<file path="src/rtl/load_store_unit.sv">
`default_nettype none
// =============================================================================
// load_store_unit : RV32I byte/half/word loads and stores onto a word-only memory
// Revision 1.0
// =============================================================================
module load_store_unit #(
   parameter int DEPTH = 1024,
   parameter int IDX_W = 10
) (
   input  logic        clk,
   input  logic        rst,
   input  logic        req_valid,
   input  logic        req_we,
   input  logic [2:0]  funct3,
   input  logic [31:0] addr,
   input  logic [31:0] wdata,
   output logic [31:0] rdata,
   output logic        rdata_valid,
   output logic        stall,
   output logic        misaligned,
   output logic        err_sticky,
   output logic [31:0] err_addr,
   output logic [31:0] mem_addr,
   output logic [31:0] mem_wdata,
   output logic        mem_we,
   input  logic [31:0] mem_rdata
);

   typedef enum logic [0:0] {IDLE = 1'b0, RMW_WR = 1'b1} state_t;

   localparam logic [32:0] ADDR_LIMIT = 33'(4 * DEPTH);

   state_t           state_q, state_d;
   logic [31:0]      merge_q, merge_d;
   logic [IDX_W-1:0] idx_q, idx_d;
   logic             err_sticky_q, err_sticky_d;
   logic [31:0]      err_addr_q, err_addr_d;

   logic             is_b, is_h, is_w, f3_ok, out_of_range, blocked;
   logic [IDX_W-1:0] req_idx;
   logic [7:0]       ld_byte;
   logic [15:0]      ld_half;
   logic [31:0]      ld_data, st_merge;

   assign req_idx = addr[IDX_W+1:2];

   always_comb begin
      is_b = (funct3[1:0] == 2'b00);
      is_h = (funct3[1:0] == 2'b01);
      is_w = (funct3 == 3'b010);
      // funct3 x11 and 110 never legal; 100/101 only legal for loads
      f3_ok = (funct3[1:0] != 2'b11) && !(funct3[2] && (funct3[1] || req_we));
      out_of_range = ({1'b0, addr} >= ADDR_LIMIT);
      blocked = !f3_ok || out_of_range || (is_h && addr[0]) || (is_w && (addr[1:0] != 2'b00));
   end

   always_comb begin
      case (addr[1:0])
         2'b00:   ld_byte = mem_rdata[7:0];
         2'b01:   ld_byte = mem_rdata[15:8];
         2'b10:   ld_byte = mem_rdata[23:16];
         default: ld_byte = mem_rdata[31:24];
      endcase
      ld_half = addr[1] ? mem_rdata[31:16] : mem_rdata[15:0];
      if (is_b)
         ld_data = {{24{~funct3[2] & ld_byte[7]}}, ld_byte};
      else if (is_h)
         ld_data = {{16{~funct3[2] & ld_half[15]}}, ld_half};
      else
         ld_data = mem_rdata;

      st_merge = mem_rdata;
      if (is_b) begin
         case (addr[1:0])
            2'b00:   st_merge[7:0]   = wdata[7:0];
            2'b01:   st_merge[15:8]  = wdata[7:0];
            2'b10:   st_merge[23:16] = wdata[7:0];
            default: st_merge[31:24] = wdata[7:0];
         endcase
      end else if (addr[1]) begin
         st_merge[31:16] = wdata[15:0];
      end else begin
         st_merge[15:0] = wdata[15:0];
      end
   end

   always_comb begin
      state_d      = state_q;
      merge_d      = merge_q;
      idx_d        = idx_q;
      err_sticky_d = err_sticky_q;
      err_addr_d   = err_addr_q;
      stall        = 1'b0;
      mem_we       = 1'b0;
      rdata_valid  = 1'b0;
      rdata        = 32'h0;
      misaligned   = 1'b0;
      mem_addr     = {{(32-IDX_W){1'b0}}, req_idx};
      mem_wdata    = wdata;
      case (state_q)
         IDLE: begin
            if (req_valid) begin
               if (blocked) begin
                  misaligned = 1'b1;
                  if (!err_sticky_q) begin
                     err_sticky_d = 1'b1;
                     err_addr_d   = addr;
                  end
               end else if (!req_we) begin
                  rdata_valid = 1'b1;
                  rdata       = ld_data;
               end else if (is_w) begin
                  mem_we = 1'b1;
               end else begin
                  stall   = 1'b1;
                  merge_d = st_merge;
                  idx_d   = req_idx;
                  state_d = RMW_WR;
               end
            end
         end
         RMW_WR: begin
            mem_addr  = {{(32-IDX_W){1'b0}}, idx_q};
            mem_we    = 1'b1;
            mem_wdata = merge_q;
            state_d   = IDLE;
         end
         default: state_d = IDLE;
      endcase
      // A write pending in RMW_WR is abandoned when reset lands on it
      if (rst) begin
         mem_we      = 1'b0;
         stall       = 1'b0;
         rdata_valid = 1'b0;
         rdata       = 32'h0;
      end
   end

   always_ff @(posedge clk) begin
      if (rst) begin
         state_q      <= IDLE;
         merge_q      <= 32'h0;
         idx_q        <= '0;
         err_sticky_q <= 1'b0;
         err_addr_q   <= 32'h0;
      end else begin
         state_q      <= state_d;
         merge_q      <= merge_d;
         idx_q        <= idx_d;
         err_sticky_q <= err_sticky_d;
         err_addr_q   <= err_addr_d;
      end
   end

   assign err_sticky = err_sticky_q;
   assign err_addr   = err_addr_q;

endmodule
`default_nettype wire
</file>
<file path="config.mk">
export PLATFORM = sky130hd
export DESIGN_NAME = load_store_unit
export DESIGN_NICKNAME = d
export VERILOG_FILES = /design/src/rtl/load_store_unit.sv
export SDC_FILE = /design/constraint.sdc
export NUM_CORES = 1
export LEC_CHECK = 0
export CAP_MARGIN = 20
export CELL_PAD_IN_SITES_DETAIL_PLACEMENT = 0
export CELL_PAD_IN_SITES_GLOBAL_PLACEMENT = 1
export CORE_ASPECT_RATIO = 1.75
export CORE_MARGIN = 1.5
export CORE_UTILIZATION = 32
export CTS_BUF_LIST = sky130_fd_sc_hd__clkbuf_8 sky130_fd_sc_hd__clkbuf_16
export CTS_CLUSTER_DIAMETER = 40
export DETAILED_ROUTE_END_ITERATION = 16
export HOLD_SLACK_MARGIN = 0.08
export PLACE_DENSITY_LB_ADDON = 0.25
export SYNTH_ARGS = -nofsm -noshare
export SYNTH_HDL_FRONTEND = slang
export SYNTH_SLANG_ARGS = --single-unit
export TNS_END_PERCENT = 30
</file>
<file path="constraint.sdc">
create_clock -name clk -period 7.5 [get_ports clk]
set_clock_uncertainty 0.05 [all_clocks]
set_input_delay 2.25 -clock clk [delete_from_list [all_inputs] [get_ports clk]]
set_output_delay 2.25 -clock clk [all_outputs]
set_load 0.1 [all_outputs]
</file>
Yosys cells after proc, flatten, opt, wreduce, memory -nomap -nowiden:

Index checks and enable logic that the tools add are counted.

* flip-flop bits (word level): 76
* bits in latches: 0
* RAM bits: 0
* ROM bits: 0
* input port bits: 103
* output and inout port bits: 133
* word-level logic and storage cells: 74
* memories kept: 0

* $add $sub $neg: 0
* multiply operators: 0
* div/mod/pow operators: 0
* order comparisons: 1
* eq/ne operators: 5
* shift-type cells: 0
* mux-type cells: 39
* bitwise gates (word level): 7
* reductions and logical operators: 17

Operators by type and width (number)
* 32-bit two-way mux: 9
* 16-bit two-way mux: 3
* 32-bit by 13-bit >= comparator with 1-bit output, second input constant: 1
* 8-bit two-way mux: 4
* 8-bit case mux with 3 select lines: 1
* 1-bit two-way mux: 19
* 10-bit two-way mux: 1
* 1-bit inverter: 5
* 5-bit AND reduction: 1
* 2-bit by 1-bit == test with 1-bit output, second input constant: 2
* 1-bit logical AND: 4
* 2-bit logical NOT: 2
* 1-bit logical OR: 4
* 1-bit case mux with 2 select lines: 2
* 4-bit AND reduction: 1
* 3-bit by 2-bit == test with 1-bit output, second input constant: 1
* 3-bit AND reduction: 1
* 3-bit OR reduction: 1
* 1-bit bitwise AND: 2
* 2-bit == test, second input constant: 1
* 1-bit logical NOT: 2
* 2-bit inequality test, second input constant: 1
* 2-bit nonzero test: 1

Logic depth before layout (Yosys ltp):

* word-level depth: 12
* depth in mapped cells: 7
* depth with buffers taken out: 4

Worst setup path before layout:

Ideal clock, no wire load.

* path kind: input to output
* from: in addr[1]
* to: out rdata[13]
* data arrival time: 7857 ps
* required time: 5200 ps
* path slack: -2657 ps
* cell stages on the path: 5
* cells stage by stage: buf_2 -> clkbuf_1 -> buf_1 -> o22ai_1 -> a2111oi_0

* word-level cells in the longest chain between the ends: 9
* elaborated cells between the ends (all ways): 19
* those cells by class: 1 x order compare; 2 x eq/ne; 9 x mux; 1 x bitwise; 6 x reduce/logical

RTL lines
* start, declared: line 15 `input logic [31:0] addr,`
* branches (longest 5 deep; another with 32-bit by 13-bit >= comparator with 1-bit output)
* 32-bit two-way mux *: line 103 `if (blocked) begin`
* 32-bit two-way mux *: line 102 `if (req_valid) begin`
* 32-bit two-way mux *: line 100 `case (state_q)`
* 32-bit two-way mux *: line 131 `if (rst) begin`
* end, declared: line 17 `output logic [31:0] rdata,`

Mark *: on every way between the ends.

Final worst setup path:

* from: in addr[22]
* to: out rdata[9]

* word-level cells in the longest chain between the ends: 8

RTL lines
* 32-bit by 13-bit >= comparator with 1-bit output: line 53 `out_of_range = ({1'b0, addr} >= ADDR_LIMIT);`
* 1-bit logical OR (3 in series): line 54 `blocked = !f3_ok || out_of_range || (is_h && addr[0]) || (is_w && (addr[1:0] != 2'b00));`
* 32-bit two-way mux: line 103
* 32-bit two-way mux: line 102
* 32-bit two-way mux: line 100
* 32-bit two-way mux: line 131

Every way passes these cells.

==> results.md <==
* DP Area at 0.00764 mm^2
* Vias per cell at 5.54
* Crit path max-delay family: simple AND/OR/NAND/NOR gates
* Final layout net count at 894
* Pre-CTS setup slack at 249 ps
* Gr usage total at 22.5%
* Internal at 0.818 mW
* Critical path arrival at 4950 ps
* Hold Vio Cnt, Final at 0
* Largest net degree at the start of global routing at 99
* Post-synthesis compound-gate area fraction at 16.0%
* Crit-path cells: clkdlybuf4s50_1 -> nor4_1 -> and4_1 -> nand3_1 -> a2111oi_1 -> buf_12
* Crit path max-delay cell type: a2111oi_1
* Crit share post-route at 96.7%
* Drt first pass iters at 5
* Simple-Gate Fraction of Synth Area at 22.3%
* Number of remaining DRC errors at 0
* Final slew viol count at 0
* Post-synthesis mux area share at 24.0%
* Vias in the first global route at 5330
* CTS Hold Bufs at 0
* Filler Cell Count at 1540
* Adder-cell share of the synthesized area at 0%
* Crit path kind: in -> out
* Synth Flop Type: dfxtp_1
* Slew @ Worst Pin at 1080 ps
* Async S/R FF share, synth at 0%
* # resized after CTS at 0
* Unique masters post-synth at 45
* Placer congestion estimate at 0.847
* CTS sink cnt at 76
* Share of layout cells above drive strength 1 at 25.3%
* Clk pin slew, worst setup/hold paths at 60 ps
* Initial Utilization at 32.7%
* CP startpoint kind: input pin
* Hold Path Class: reg -> reg
* Fmax at 0.138 GHz
* Crit path required time at 5200 ps
* First-iteration detailed-routing DRC count at 318
* Setup WS post-layout at 249 ps
* Slowest Stage Delay on Critical Path at 790 ps
* Post-synthesis sequential area ratio at 29.3%
* Vias at 5459
* Bufs on Longest Clock Path at 2
* Clock power frac at 33.4%
* Fin Setup TNS at 0 ps
* CTS tree: done
* Combinational Power Share at 35.3%
* Clk_lat worst skew at 330 ps
* First-pass GRT wire length at 29600 um
* Die Wd at 99.3 um
* Post-route cell area at 0.00795 mm^2
* Post-Synth XOR/XNOR Area at 0%
* Largest family of logic cells by synthesized area: multiplexers
* Sequential share of power at 31.3%
* VDD IR-drop max at 87.6 uV
* H-Tree Depth at 3
* Final core utilization at 50.1%
* Post-CTS setup buffer count at 0
* Seq cells post-synth at 76
* Max-cap violation count at 0
* Core footprint at 0.0159 mm^2
* Sw power at 0.524 mW
* Final std cells w/o fill at 986
* Min cycle time layout at 7250 ps
* Post-synthesis instance area at 0.00519 mm^2
* Worst Path Max Fanout at 9
* Pwr Density at 169 mW/mm^2
* Post-route antenna net violation count at 0
* Rows at 61
* Commonest cells after routing, fill and taps aside: clkdlybuf4s50_1, nand2_1, dfxtp_1
* Wire per inst at 20.2 um
* Leakage dissipation at 3.11 nW
* Slew headroom at 28.1%
* Number of buffers created by CTS at 9
* DRT Wirelength at 20000 um
* Hold Slack at 408 ps
* Commonest non-fill, non-tap cell in the layout: clkdlybuf4s50_1
* Synthesized area per cell at 8.54 um^2
* Mapped Cells at 608
* CP Capture Type: primary output
* Overflow after GRT at 0
* # setup viols final at 0
* # IOs at 236
* Synthesis-to-finish area growth at 53.2%
* Dpl cells at 968
* Clock root buffer: clkbuf_16
* Initial antenna violation count at 1
* Post-DP HPWL at 15100 um
* Crit path buf inv count at 2
* Synth warn at 0
* Die Area at 0.0170 mm^2
* Die Span Y at 172 um
* Run status: finished, final reports clean
* Unrepaired setup endpoints after global routing: no
* Port bufs at 213
* Sw frac at 39.0%
* EDFF count, synth at 0
* Overall power at 1.34 mW
==> area by class of cell <==
class                           count  area [um^2]  area share (%)
Clock inverter                      6         63.8           0.802
Clock buffer                       10          239            3.00
Multi-Input combinational cell    469         3350            42.2
Inverter                            4         15.0           0.189
Tap cell                          189          236            2.97
Timing Repair Buffer              231         2520            31.7
Sequential cell                    76         1520            19.1
Antenna cell                        1         2.50          0.0315
==> power by group through the flow <==
stage	logic, mW	clock network [mW]	registers, mW
final	0.474	0.448	0.421
after global routing	0.492	0.480	0.422
after CTS	0.474	0.458	0.421
after detailed placement	0.473	0	0.430
after global placement	0.471	0	0.429
after floorplan	0.257	0	0.510
==> worst min-delay path: cells and delay by family, from the launching register on <==
kind	cells	cell delay, ps
flops	1	310
mux	1	50
simple gates	1	50
==> logic make-up after synthesis <==
family | Yosys count
simple gates | 225
buf+inv | 84
flops | 76
mux | 107
compound gates | 115
other cells | 1
==> cells in the mapped netlist, drive strengths merged, types with 2 or more instances <==
cell | instances | share of area [%]
mux4 | 8 | 3.5
o22a | 16 | 2.7
clkbuf | 39 | 2.8
nand2 | 75 | 5.4
a21oi | 18 | 1.7
nor2 | 24 | 1.7
a31o | 10 | 1.7
o311ai | 9 | 1.7
mux2 | 58 | 13
clkinv | 2 | 0.14
nor4 | 22 | 3.0
o22ai | 15 | 1.8
inv | 2 | 0.14
nand3 | 19 | 1.9
nor3 | 27 | 2.6
o41ai | 8 | 1.3
o221ai | 8 | 1.3
or3b | 2 | 0.34
buf | 41 | 5.3
mux2i | 41 | 7.9
nand4 | 3 | 0.36
a2111oi | 8 | 1.4
o21ai | 20 | 1.9
nor2b | 43 | 5.2
nand2b | 2 | 0.24
dfxtp | 76 | 29
==> sequential cells by signal (all words and copies together), names as in the netlist <==
| signal | flops |
|---|---|
| state_q | 1 |
| err_sticky | 1 |
| err_addr | 32 |
| idx_q | 10 |
| merge_q | 32 |
==> layer usage <==
metal | vias up | wire length [um] | global-route usage (%)
met3 | 40 | 1080 | 3.05
met1 | 2596 | 7290 | 24.7
met2 | 247 | 11000 | 43.2
li1 | 2576 | - | -
met4 | 0 | 603 | 8.70
met5 | - | 0 | 0
==> path summary, 6_finish.rpt <==
| check | from | end | slack (ps) | cells after the start |
|---|---|---|---|---|
| max reg2reg | state_q$_SDFF_PP0_ | merge_q[17]$_SDFFE_PP0P_ | 4380 | 4 |
| min reg2reg | err_addr[18]$_SDFFE_PP0P_ | err_addr[18]$_SDFFE_PP0P_ | 410 | 2 |
| max | addr[22] | rdata[9] | 250 | 6 |
| min | err_addr[18]$_SDFFE_PP0P_ | err_addr[18]$_SDFFE_PP0P_ | 410 | 2 |
Power figures use the tool's default switching activity.
